**config.mk**
```make
export PLATFORM = sky130hd
export DESIGN_NAME = meas_div_sched_flat
export DESIGN_NICKNAME = d
export VERILOG_FILES = /design/src/rtl/meas_div_sched_if.sv /design/src/rtl/meas_div_sched.sv /design/src/flat_wrapper.sv
export SDC_FILE = /design/constraint.sdc
export NUM_CORES = 1
export LEC_CHECK = 0
export CORE_MARGIN = 2
export CORE_UTILIZATION = 36
export CTS_BUF_LIST = sky130_fd_sc_hd__clkbuf_8 sky130_fd_sc_hd__clkbuf_16
export CTS_CLUSTER_SIZE = 40
export DETAILED_ROUTE_END_ITERATION = 7
export PLACE_DENSITY = 0.83
export SLEW_MARGIN = 20
export SYNTH_ARGS = -nofsm -noshare
export SYNTH_HDL_FRONTEND = slang
export SYNTH_SLANG_ARGS = --single-unit
```
**constraint.sdc**
```tcl
create_clock -name clk_50M -period 2 [get_ports clk_50M]
set_input_delay 0.2 -clock clk_50M [delete_from_list [all_inputs] [get_ports clk_50M]]
set_output_delay 0.2 -clock clk_50M [all_outputs]
set_load 0.01 [all_outputs]
```
**src/rtl/meas_div_sched_if.sv**
```systemverilog
// Signal bundle around meas_div_sched: two requesters, the shared divider and the result port.
// slave is the scheduler's view; master is the view of everything around it.
interface meas_div_sched_if #(
  parameter int DW = 32,
  parameter int QW = 32
);
  logic          req0_valid;
  logic          req0_ready;
  logic [DW-1:0] req0_dividend;
  logic [DW-1:0] req0_divisor;

  logic          req1_valid;
  logic          req1_ready;
  logic [DW-1:0] req1_dividend;
  logic [DW-1:0] req1_divisor;

  logic          div_in_valid;
  logic [DW-1:0] div_dividend;
  logic [DW-1:0] div_divisor;
  logic          div_out_valid;
  logic [QW-1:0] div_quotient;

  logic          res_valid;
  logic          res_id;
  logic [QW-1:0] res_data;
  logic          res_err;
  logic          busy;

  modport slave (
    input  req0_valid, req0_dividend, req0_divisor,
    output req0_ready,
    input  req1_valid, req1_dividend, req1_divisor,
    output req1_ready,
    output div_in_valid, div_dividend, div_divisor,
    input  div_out_valid, div_quotient,
    output res_valid, res_id, res_data, res_err, busy
  );

  modport master (
    output req0_valid, req0_dividend, req0_divisor,
    input  req0_ready,
    output req1_valid, req1_dividend, req1_divisor,
    input  req1_ready,
    input  div_in_valid, div_dividend, div_divisor,
    output div_out_valid, div_quotient,
    input  res_valid, res_id, res_data, res_err, busy
  );
endinterface

```
**src/rtl/meas_div_sched.sv**
```systemverilog
// Round-robin scheduler sharing one divider between the duty-cycle (port 0) and
// frequency (port 1) measurement paths, with local div-by-zero and a result timeout.
module meas_div_sched #(
  parameter int DW      = 32,
  parameter int QW      = 32,
  parameter int TIMEOUT = 64
) (
  input  logic             clk_50M,
  input  logic             rst,
  meas_div_sched_if.slave  bus
);

  localparam int CW = $clog2(TIMEOUT) + 1;

  typedef enum logic [1:0] {
    IDLE  = 2'd0,
    ISSUE = 2'd1,
    WAIT  = 2'd2,
    RESP  = 2'd3
  } state_t;

  state_t        state_reg, state_next;
  logic          last_grant_reg, last_grant_next;
  logic          id_reg, id_next;
  logic [DW-1:0] dividend_reg, dividend_next;
  logic [DW-1:0] divisor_reg, divisor_next;
  logic [CW-1:0] cnt_reg, cnt_next;
  logic [QW-1:0] res_data_reg, res_data_next;
  logic          res_err_reg, res_err_next;
  logic          res_id_reg, res_id_next;

  logic [1:0]    req_valid;
  logic [1:0]    req_ready;
  logic          grant;
  logic          accept;
  logic [DW-1:0] sel_dividend;
  logic [DW-1:0] sel_divisor;

  assign req_valid = {bus.req1_valid, bus.req0_valid};

  // On a tie the port that did not win last time goes; a lone requester always wins.
  always_comb begin
    grant = 1'b0;
    if (req_valid == 2'b11) begin
      grant = ~last_grant_reg;
    end else if (req_valid[1]) begin
      grant = 1'b1;
    end
  end

  assign accept = (state_reg == IDLE) && (|req_valid) && !rst;

  generate
    for (genvar gi = 0; gi < 2; gi++) begin : g_ready
      assign req_ready[gi] = accept && (grant == 1'(gi));
    end
  endgenerate

  assign bus.req0_ready = req_ready[0];
  assign bus.req1_ready = req_ready[1];

  assign sel_dividend = grant ? bus.req1_dividend : bus.req0_dividend;
  assign sel_divisor  = grant ? bus.req1_divisor  : bus.req0_divisor;

  always_comb begin
    state_next      = state_reg;
    last_grant_next = last_grant_reg;
    id_next         = id_reg;
    dividend_next   = dividend_reg;
    divisor_next    = divisor_reg;
    cnt_next        = cnt_reg;
    res_data_next   = res_data_reg;
    res_err_next    = res_err_reg;
    res_id_next     = res_id_reg;

    case (state_reg)
      IDLE: begin
        if (accept) begin
          id_next         = grant;
          last_grant_next = grant;
          dividend_next   = sel_dividend;
          divisor_next    = sel_divisor;
          if (sel_divisor == '0) begin
            // Zero divisor never reaches the divider: answer with a saturated error.
            res_id_next   = grant;
            res_data_next = '1;
            res_err_next  = 1'b1;
            state_next    = RESP;
          end else begin
            state_next    = ISSUE;
          end
        end
      end

      ISSUE: begin
        cnt_next   = '0;
        state_next = WAIT;
      end

      WAIT: begin
        cnt_next = cnt_reg + CW'(1);
        // A quotient in the last waiting cycle still counts as a real result.
        if (bus.div_out_valid) begin
          res_id_next   = id_reg;
          res_data_next = bus.div_quotient;
          res_err_next  = 1'b0;
          state_next    = RESP;
        end else if (cnt_reg == CW'(TIMEOUT - 2)) begin
          res_id_next   = id_reg;
          res_data_next = '0;
          res_err_next  = 1'b1;
          state_next    = RESP;
        end
      end

      RESP: begin
        state_next = IDLE;
      end

      default: begin
        state_next = IDLE;
      end
    endcase
  end

  always_ff @(posedge clk_50M) begin
    if (rst) begin
      state_reg      <= IDLE;
      last_grant_reg <= 1'b1;
      id_reg         <= 1'b0;
      dividend_reg   <= '0;
      divisor_reg    <= '0;
      cnt_reg        <= '0;
      res_data_reg   <= '0;
      res_err_reg    <= 1'b0;
      res_id_reg     <= 1'b0;
    end else begin
      state_reg      <= state_next;
      last_grant_reg <= last_grant_next;
      id_reg         <= id_next;
      dividend_reg   <= dividend_next;
      divisor_reg    <= divisor_next;
      cnt_reg        <= cnt_next;
      res_data_reg   <= res_data_next;
      res_err_reg    <= res_err_next;
      res_id_reg     <= res_id_next;
    end
  end

  assign bus.div_in_valid = (state_reg == ISSUE);
  assign bus.div_dividend = dividend_reg;
  assign bus.div_divisor  = divisor_reg;
  assign bus.res_valid    = (state_reg == RESP);
  assign bus.res_id       = res_id_reg;
  assign bus.res_data     = res_data_reg;
  assign bus.res_err      = res_err_reg;
  assign bus.busy         = (state_reg != IDLE);

endmodule
```
**src/flat_wrapper.sv**
```systemverilog
// flat-port wrapper written by rule: the top's interface ports become plain ports
module meas_div_sched_flat 
#(
  parameter int DW      = 32,
  parameter int QW      = 32,
  parameter int TIMEOUT = 64
)
  (clk_50M, rst, bus_req0_valid, bus_req0_dividend, bus_req0_divisor, bus_req0_ready, bus_req1_valid, bus_req1_dividend, bus_req1_divisor, bus_req1_ready, bus_div_in_valid, bus_div_dividend, bus_div_divisor, bus_div_out_valid, bus_div_quotient, bus_res_valid, bus_res_id, bus_res_data, bus_res_err, bus_busy);
  meas_div_sched_if #(.DW(DW), .QW(QW)) bus_i ();
  input  logic clk_50M;
  input  logic rst;
  input wire logic [$bits(bus_i.req0_valid)-1:0] bus_req0_valid;
  input wire logic [$bits(bus_i.req0_dividend)-1:0] bus_req0_dividend;
  input wire logic [$bits(bus_i.req0_divisor)-1:0] bus_req0_divisor;
  output wire logic [$bits(bus_i.req0_ready)-1:0] bus_req0_ready;
  input wire logic [$bits(bus_i.req1_valid)-1:0] bus_req1_valid;
  input wire logic [$bits(bus_i.req1_dividend)-1:0] bus_req1_dividend;
  input wire logic [$bits(bus_i.req1_divisor)-1:0] bus_req1_divisor;
  output wire logic [$bits(bus_i.req1_ready)-1:0] bus_req1_ready;
  output wire logic [$bits(bus_i.div_in_valid)-1:0] bus_div_in_valid;
  output wire logic [$bits(bus_i.div_dividend)-1:0] bus_div_dividend;
  output wire logic [$bits(bus_i.div_divisor)-1:0] bus_div_divisor;
  input wire logic [$bits(bus_i.div_out_valid)-1:0] bus_div_out_valid;
  input wire logic [$bits(bus_i.div_quotient)-1:0] bus_div_quotient;
  output wire logic [$bits(bus_i.res_valid)-1:0] bus_res_valid;
  output wire logic [$bits(bus_i.res_id)-1:0] bus_res_id;
  output wire logic [$bits(bus_i.res_data)-1:0] bus_res_data;
  output wire logic [$bits(bus_i.res_err)-1:0] bus_res_err;
  output wire logic [$bits(bus_i.busy)-1:0] bus_busy;
  assign bus_i.req0_valid = bus_req0_valid;
  assign bus_i.req0_dividend = bus_req0_dividend;
  assign bus_i.req0_divisor = bus_req0_divisor;
  assign bus_req0_ready = bus_i.req0_ready;
  assign bus_i.req1_valid = bus_req1_valid;
  assign bus_i.req1_dividend = bus_req1_dividend;
  assign bus_i.req1_divisor = bus_req1_divisor;
  assign bus_req1_ready = bus_i.req1_ready;
  assign bus_div_in_valid = bus_i.div_in_valid;
  assign bus_div_dividend = bus_i.div_dividend;
  assign bus_div_divisor = bus_i.div_divisor;
  assign bus_i.div_out_valid = bus_div_out_valid;
  assign bus_i.div_quotient = bus_div_quotient;
  assign bus_res_valid = bus_i.res_valid;
  assign bus_res_id = bus_i.res_id;
  assign bus_res_data = bus_i.res_data;
  assign bus_res_err = bus_i.res_err;
  assign bus_busy = bus_i.busy;
  meas_div_sched #(.DW(DW), .QW(QW), .TIMEOUT(TIMEOUT)) u_core (.clk_50M(clk_50M), .rst(rst), .bus(bus_i));
endmodule
```
[Word level (Yosys, flattened, before mapping)]
Cells that the tools add are included.
Cells by class
  add/sub/neg operators: 1
  equality and inequality tests: 8
  muxes and demuxes: 25
  bitwise gates (word level): 2
  reductions and logical operators: 14
Operators by type and width (number)
  32-bit 2-to-1 mux: 6
  32-bit one-hot mux with 2 select lines: 1
  32-bit zero test: 1
  7-bit one-hot mux with 2 select lines: 1
  1-bit 2-to-1 mux: 10
  2-bit 2-to-1 mux: 4
  2-bit one-hot mux with 4 select lines: 1
  7-bit by 1-bit adder with 7-bit output, second input constant: 1
  7-bit by 6-bit equality test with 1-bit output, second input constant: 1
  2-bit equality test, second input constant: 3
  2-bit nonzero test: 3
  1-bit logical AND: 4
  1-bit one-hot mux with 2 select lines: 2
  2-bit AND reduction: 2
  4-bit AND reduction: 1
  3-bit by 2-bit != test with 1-bit output, second input constant: 1
  2-bit by 1-bit equality test with 1-bit output, second input constant: 1
  2-bit zero test: 1
  2-bit by 1-bit != test with 1-bit output, second input constant: 1
  2-bit != test, second input constant: 1
  1-bit inverter: 2
  2-bit OR reduction: 1
  1-bit zero test: 1
Storage, ports and cells
  register bits: 109
  bits of input ports: 165
  output and inout bits: 103
  word-level logic and storage cells: 59

[Longest topological paths before layout]
Gate-level depths: netlist (run 1).
  depth after elaboration: 7
  mapped depth: 10
  mapped depth without buffers: 8

[Least setup slack after synthesis (run 1)]
No wires, ideal clock.
  kind: flip-flop to flip-flop
  start: register u_core.cnt_reg[0]
  end: register u_core.res_data_reg[20] (netlist: u_core.bus.res_data[20])
  setup time: 0.146 ns
  arrival: 1.799 ns
  required time: 1.854 ns
  setup slack: 0.055 ns
  cell stages (with the launch flop): 10
  buffers on the path: 2
  period minus slack after synthesis: 1.945 ns
  cell sequence: dfxtp_1 inv_1 ha_1 nand4b_1 o211a_1 or3_1 buf_2 clkbuf_1 a221oi_1 a211oi_2
On the way
  longest elaborated chain between the ends: 3
RTL lines
  from (decl): RTL line meas_div_sched.sv:27  | logic [CW-1:0] cnt_reg, cnt_next;
  from (signal assigned): RTL line meas_div_sched.sv:143  | cnt_reg <= cnt_next;
  7-bit by 6-bit equality test with 1-bit output: RTL line meas_div_sched.sv:108  | end else if (cnt_reg == CW'(TIMEOUT - 2)) begin
  3-bit by 2-bit != test with 1-bit output (no source line)
  4-bit AND reduction (no source line)
  to (signal assigned): RTL line meas_div_sched.sv:144  | res_data_reg <= res_data_next;
  to (decl): RTL line meas_div_sched.sv:28  | logic [QW-1:0] res_data_reg, res_data_next;
Every way passes these cells.
A chain may end at the register's enable or synchronous reset.

[Final worst setup path (run 1)]
  start: input bus_req1_divisor[2]
  end: register u_core.res_data_reg[29] (netlist: u_core.bus.res_data[29])
On the way
  longest elaborated chain between the ends: 4
RTL lines
  from (decl): RTL line flat_wrapper.sv:18  | input wire logic [$bits(bus_i.req1_divisor)-1:0] bus_req1_divisor;
  32-bit 2-to-1 mux: RTL line meas_div_sched.sv:63  | assign sel_divisor = grant ? bus.req1_divisor : bus.req0_divisor;
  32-bit zero test: RTL line meas_div_sched.sv:83  | if (sel_divisor == '0) begin
  2-bit != test (no source line)
  4-bit AND reduction (no source line)
Every way passes these cells.

==> impl_metrics.tcl, run 1 <==
set metrics [dict create \
    die_y_um 123 \
    grt_pass1_wl_um 27100 \
    period_share_pct 103 \
    viasPerCell 5.27 \
    clock_sinks 109 \
    coreArea_mm2 0.0138 \
    cts_tree "built" \
    drc_errors 0 \
    fin_skew_ps 6.57 \
    clk_path_buf_depth 2 \
    wl_per_cell_um 17.4 \
    final_hold_viol_count 0 \
    dpl.cell_count 1063 \
    end_kind "register" \
    ir_drop_mv 0.739 \
    cellPowerDensity_mw_per_mm2 1110 \
    syn_inst 616 \
    syn_area_per_cell_um2 8.25 \
    min_path_type "in2reg" \
    ys_ff_latch 109 \
    worstSetupPathType "in2reg" \
    required_ps 2220 \
    syn_area_mm2 0.00508 \
    fmax_ghz 0.486 \
    top_layer_used "met4" \
    drt_iter0_drc 489 \
    port_buffers 267 \
    rsz0062_at_grt "true" \
    status "finished with violations" \
    cp_slowest_cell "clkdlybuf4s50_1" \
    switching_share_pct 36.7 \
    seq_power_share_pct 31.2 \
    maxCapViolCount 0 \
    place_hpwl_um 12800 \
    firstDrtPassIters 4 \
    track_usage_pct 22.9 \
    cts_root_buf "clkbuf_16" \
    clkTransAtPathRegs_ps 70 \
    via_count 5744 \
    wirelength_um 19000 \
    ys_seq_area_share_pct 42.9 \
    clock_latency_ps 360 \
    dieArea_mm2 0.0151 \
    fin_setup_tns_ps -123 \
    area_growth_pct 78.5 \
    met1_length_um 7510 \
    tightest_slew_ps 627 \
    relSlewSlack_pct 58.2 \
    grt_pass1_vias 5323 \
    ys_warn_count 0 \
    grt_max_degree 106 \
    violations "setup timing" \
    yosysTopAreaCell "dfxtp_1" \
    wl_met2_um 9390 \
    yosysUniqueCellTypes 34 \
    finalSetupViolCount 7 \
    p_clk_share_pct 19.8 \
    power.internal_w 0.00638 \
    synth_top_area_share_pct 42.9 \
    min_period_ps 2060 \
    worstPathArrival_ps 2280 \
    nFillCells 1072 \
    final_antenna_net_count 0 \
    cts_max_level 3 \
    globalplace.congestion 0.866 \
    n_antenna_cell 0 \
    path_cells "clkdlybuf4s50_1, nor4_2, buf_4, nand3_1, nor2_2, o211ai_4, buf_6, a221oi_1, a211oi_1" \
    ioPinCount 268 \
    antenna_found_initial 0 \
    synth_fp_nets 787 \
    pwr-share-comb_pct 49.0 \
    fin_cells 1089 \
    crit_fanout 6 \
    initial_core_util_pct 36.8 \
    synth.area.top_cells "dfxtp_1, a311oi_1, nand2_1" \
    slew_viol_final 0 \
    cts_buffers 9 \
    wl_met3_um 1640 \
    die_w_um 123 \
    overflow 0 \
    drive_above_1_share_pct 18.9 \
    p_switching_w 0.00370 \
    p_leak_nw 3.33 \
    finalNetCount 1075 \
    fin_ws_ps -58.1 \
    cp_slowest_stage_delay_ps 540 \
    crit_path_start_kind "input pin" \
    rows 43 \
    p_total_w 0.0101 \
]
per-layer routing:
metal / vias to the layer above / global-route usage, %
met5: - / 0
met4: 0 / 9.77
met3: 26 / 6.51
met2: 243 / 38.3
met1: 2686 / 27.5
li1: 2789 / -
stage by stage:
stage                     hold slack (ps)  area, µm²  setup slack (ps)  utilization [%]
after global placement                444       8220              -552             59.4
after detailed placement              447       8220              -572             59.4
after CTS                             395       8680              5.15             62.8
after floorplan                       359       5080              55.4                -
after global routing                  175       9070              -127             65.6
final                                 170       9070             -58.1             65.6
cell usage after synthesis (all sizes together):
cell    instances
nor3            4
buf            14
o21a            1
o21ai           4
and2            1
clkinv          1
nand2b          1
o211ai          2
nor2           81
a21bo           1
or3             3
a311oi         65
a21oi           7
a21o            1
a21boi          1
nand4           5
o211a           1
nor4           12
nand2         136
a221oi         33
nand3           3
nand4b          1
clkbuf         44
ha              6
dfxtp         109
a211oi         36
xor2            3
inv            40
power by group through the flow:
stage	clock network (W)	registers [W]	logic [W]
final	0.00200	0.00314	0.00494
after global routing	0.00211	0.00321	0.00535
after CTS	0.00203	0.00313	0.00466
after detailed placement	0	0.00317	0.00454
after global placement	0	0.00316	0.00448
after floorplan	0	0.00342	0.00204
area by class of cell:
cell class	count	area, µm²	area share, %
well taps	180	225	2.48
flip-flops and latches	109	2180	24.1
multi-input cells	411	2910	32.1
repair buffers	332	3270	36.0
inverters	41	154	1.70
clock inverters	6	93.8	1.03
clock buffers	10	239	2.63
path summary, 6_finish.rpt:
kind / start / endpoint / slack [ps] / cells past startpoint
worst min-delay path: bus_req0_divisor[1] / u_core.bus.div_divisor[1] / 170 / 3
worst max register to register: u_core.cnt_reg[0] / u_core.bus.res_data[29] / 0 / 9
worst min register to register: u_core.bus.res_data[29] / u_core.bus.res_data[29] / 460 / 2
worst max-delay path: bus_req1_divisor[2] / u_core.bus.res_data[29] / -60 / 9
what timing repair did:
item / in CTS / in global routing
hold buffers: 0 / 0
resized for setup: 24 / 63
pin swaps: 0 / 4
endpoints found under the setup margin: 36 / 38
buffers inserted: 0 / 6
cloned: 0 / 4
critical path, delay by kind of cell:
kind / cells / cell delay (ps)
AOI/OAI and AO/OA: 3 / 690
buffers and inverters: 3 / 870
and+or+nand+nor: 3 / 520
placed cells by master (no fill, tap or decap), types with 5 or more instances in the layout:
cell,n
nor4_2,5
dlymetal6s2s_1,9
clkbuf_16,10
a311oi_1,65
a211oi_2,30
buf_4,57
nand4_1,5
a21oi_1,7
dfxtp_1,107
clkdlybuf4s50_1,255
nor4_1,6
nand2_1,136
a211oi_1,6
nor2_1,78
inv_1,36
a221oi_4,5
a221oi_2,27
cell families (layout without fill, tap and decap cells):
group | count (synthesis) | in the layout | share of synthesized area [%]
fa+ha+maj | 6 | 6 | 1.48
xor+xnor | 3 | 3 | 0.517
buf+inv | 99 | 389 | 7.95
flops | 109 | 109 | 42.9
simple gates | 247 | 250 | 19.6
compound gates | 152 | 152 | 27.5
Power figures use the tool's default switching activity.
==> run 2: changes to the inputs <==
--- a/config.mk
+++ b/config.mk
@@ -6,11 +6,11 @@
 export NUM_CORES = 1
 export LEC_CHECK = 0
 export CORE_MARGIN = 2
-export CORE_UTILIZATION = 36
+export CORE_UTILIZATION = 43
 export CTS_BUF_LIST = sky130_fd_sc_hd__clkbuf_8 sky130_fd_sc_hd__clkbuf_16
 export CTS_CLUSTER_SIZE = 40
 export DETAILED_ROUTE_END_ITERATION = 7
-export PLACE_DENSITY = 0.83
+export PLACE_DENSITY = 0.93
 export SLEW_MARGIN = 20
 export SYNTH_ARGS = -nofsm -noshare
 export SYNTH_HDL_FRONTEND = slang
==> constraint.sdc (replaced) <==
create_clock -name clk_50M -period 2.6 [get_ports clk_50M]
set_input_delay 0.26 -clock clk_50M [delete_from_list [all_inputs] [get_ports clk_50M]]
set_output_delay 0.26 -clock clk_50M [all_outputs]
set_load 0.01 [all_outputs]
==> run 2 against run 1 <==
The flow now finishes without violations. Routed wire length fell by 12%. Critical endpoint is now bus_req0_ready. Largest cell class unchanged. Via count fell by 3.9%. Highest routed layer unchanged. Core utilization rose by 5.2 points. Sequential cell count did not move.
==> impl_metrics.tcl, run 2 (same netlist as run 1, synthesis figures left out) <==
set metrics [dict create \
    cts_root_buf "clkbuf_16" \
    clock_latency_ps 350 \
    drt_iter0_drc 434 \
    rows 39 \
    tightest_slew_ps 599 \
    area_growth_pct 59.7 \
    globalplace.congestion 0.860 \
    wirelength_um 16800 \
    min_period_ps 2300 \
    maxCapViolCount 0 \
    track_usage_pct 25.6 \
    seq_power_share_pct 34.2 \
    drive_above_1_share_pct 7.84 \
    switching_share_pct 37.2 \
    wl_per_cell_um 16.8 \
    finish.utilization_pct 70.8 \
    cellPowerDensity_mw_per_mm2 869 \
    ir_drop_mv 0.499 \
    cts_setup_buffers 0 \
    p_clk_share_pct 18.5 \
    crit_fanout 6 \
    final_cell_mix "clkdlybuf4s50_1, nand2_1, dfxtp_1, nor2_1, a311oi_1" \
    grt_max_degree 130 \
    overflow 0 \
    worstSetupPathType "reg2out" \
    finalSetupViolCount 0 \
    via_count 5520 \
    cts_buffers 9 \
    final_antenna_net_count 0 \
    fin_skew_ps 9.15 \
    coreArea_mm2 0.0115 \
    period_share_pct 88.5 \
    clk_path_buf_depth 2 \
    p_total_w 0.00705 \
    cts_max_level 3 \
    post_cts_resized 0 \
    clock_sinks 109 \
    worstPathArrival_ps 2040 \
    p_leak_nw 2.92 \
    nFillCells 833 \
    drc_errors 0 \
    layout_commonest_cell "clkdlybuf4s50_1" \
    power.internal_w 0.00443 \
    fin_cells 998 \
    clkTransAtPathRegs_ps 80 \
    crit_path_start_kind "register" \
    dpl.cell_count 982 \
    ctsHoldBuffers 0 \
    required_ps 2340 \
    fmax_ghz 0.434 \
    die_w_um 113 \
    cts_tree "built" \
    n_antenna_cell 0 \
    end_kind "primary output" \
    final_hold_viol_count 0 \
    min_path_type "reg2reg" \
    pwr-share-comb_pct 47.4 \
    ioPinCount 268 \
    status "complete, no violations" \
    relSlewSlack_pct 60.1 \
    antenna_found_initial 0 \
    p_switching_w 0.00262 \
    slew_viol_final 0 \
    place_hpwl_um 12100 \
    rsz0062_at_grt "false" \
    fin_ws_ps 298 \
    die_y_um 113 \
    viasPerCell 5.53 \
    pre_cts_slack_ps -79.3 \
    initial_core_util_pct 44.3 \
    firstDrtPassIters 5 \
    port_buffers 267 \
    grt_pass1_wl_um 26200 \
    grt_pass1_vias 5136 \
    finalNetCount 1021 \
    dieArea_mm2 0.0127 \
]
run 2: changes by cell type in the layout (fill, tap and decap cells not counted), sizes merged, moves of 3 or more:
cell,before,now
dlymetal6s2s,9,0
clkinv,3,6
clkdlybuf4s50,255,266
buf,65,15
run 2: stage by stage:
step / setup TNS (ps) / area [µm²] / hold WS [ps]
after global routing: 0 / 8120 / 484
after global placement: 0 / 7840 / 445
final: 0 / 8120 / 463
after floorplan: 0 / 5080 / 419
after detailed placement: -708 / 7840 / 450
after CTS: 0 / 8120 / 460
run 2: layer usage:
layer  GRT usage [%]  vias to the layer above  share of wire, %  wire, µm
met4            8.78                        0               2.0       341
met3            6.96                       27               8.8      1480
met1            30.8                     2583                40      6720
met2            44.1                      233                49      8230
li1                -                     2677                 -         -
met5               0                        -                 0         0
run 2: path summary, 6_finish.rpt:
check,end,start,slack (ps),cells after the start
max,bus_req0_ready,u_core.state_reg[1],300,6
min,u_core.bus.res_data[24],u_core.bus.res_data[24],460,2
max reg2reg,u_core.bus.res_data[22],u_core.state_reg[1],300,9
min reg2reg,u_core.bus.res_data[24],u_core.bus.res_data[24],460,2
run 2: area by class of cell:
cell class / instances / area [µm²] / area share, %
clock inverter: 7 / 50.0 / 0.617
clock buffer: 9 / 225 / 2.77
timing repair buffer: 281 / 2810 / 34.6
multi-input combinational: 408 / 2510 / 31.0
inverter: 41 / 154 / 1.90
sequential: 109 / 2180 / 26.9
tap: 143 / 179 / 2.20
run 2: worst max-delay path, stage by stage (launching register included):
cell and delay [ps]:
dfxtp_1 350, inv_1 90, ha_1 290, o21a_4 190
nand2b_1 120, nor2_1 110, clkdlybuf4s50_1 540
run 2: power groups by stage:
stage | Sequential, W | Combinational [W] | Clock (W)
2_1_floorplan | 0.00263 | 0.00157 | 0
3_3_place_gp | 0.00243 | 0.00329 | 0
3_5_place_dp | 0.00244 | 0.00334 | 0
4_1_cts | 0.00241 | 0.00335 | 0.00131
5_1_grt | 0.00246 | 0.00362 | 0.00139
6_report | 0.00241 | 0.00334 | 0.00130
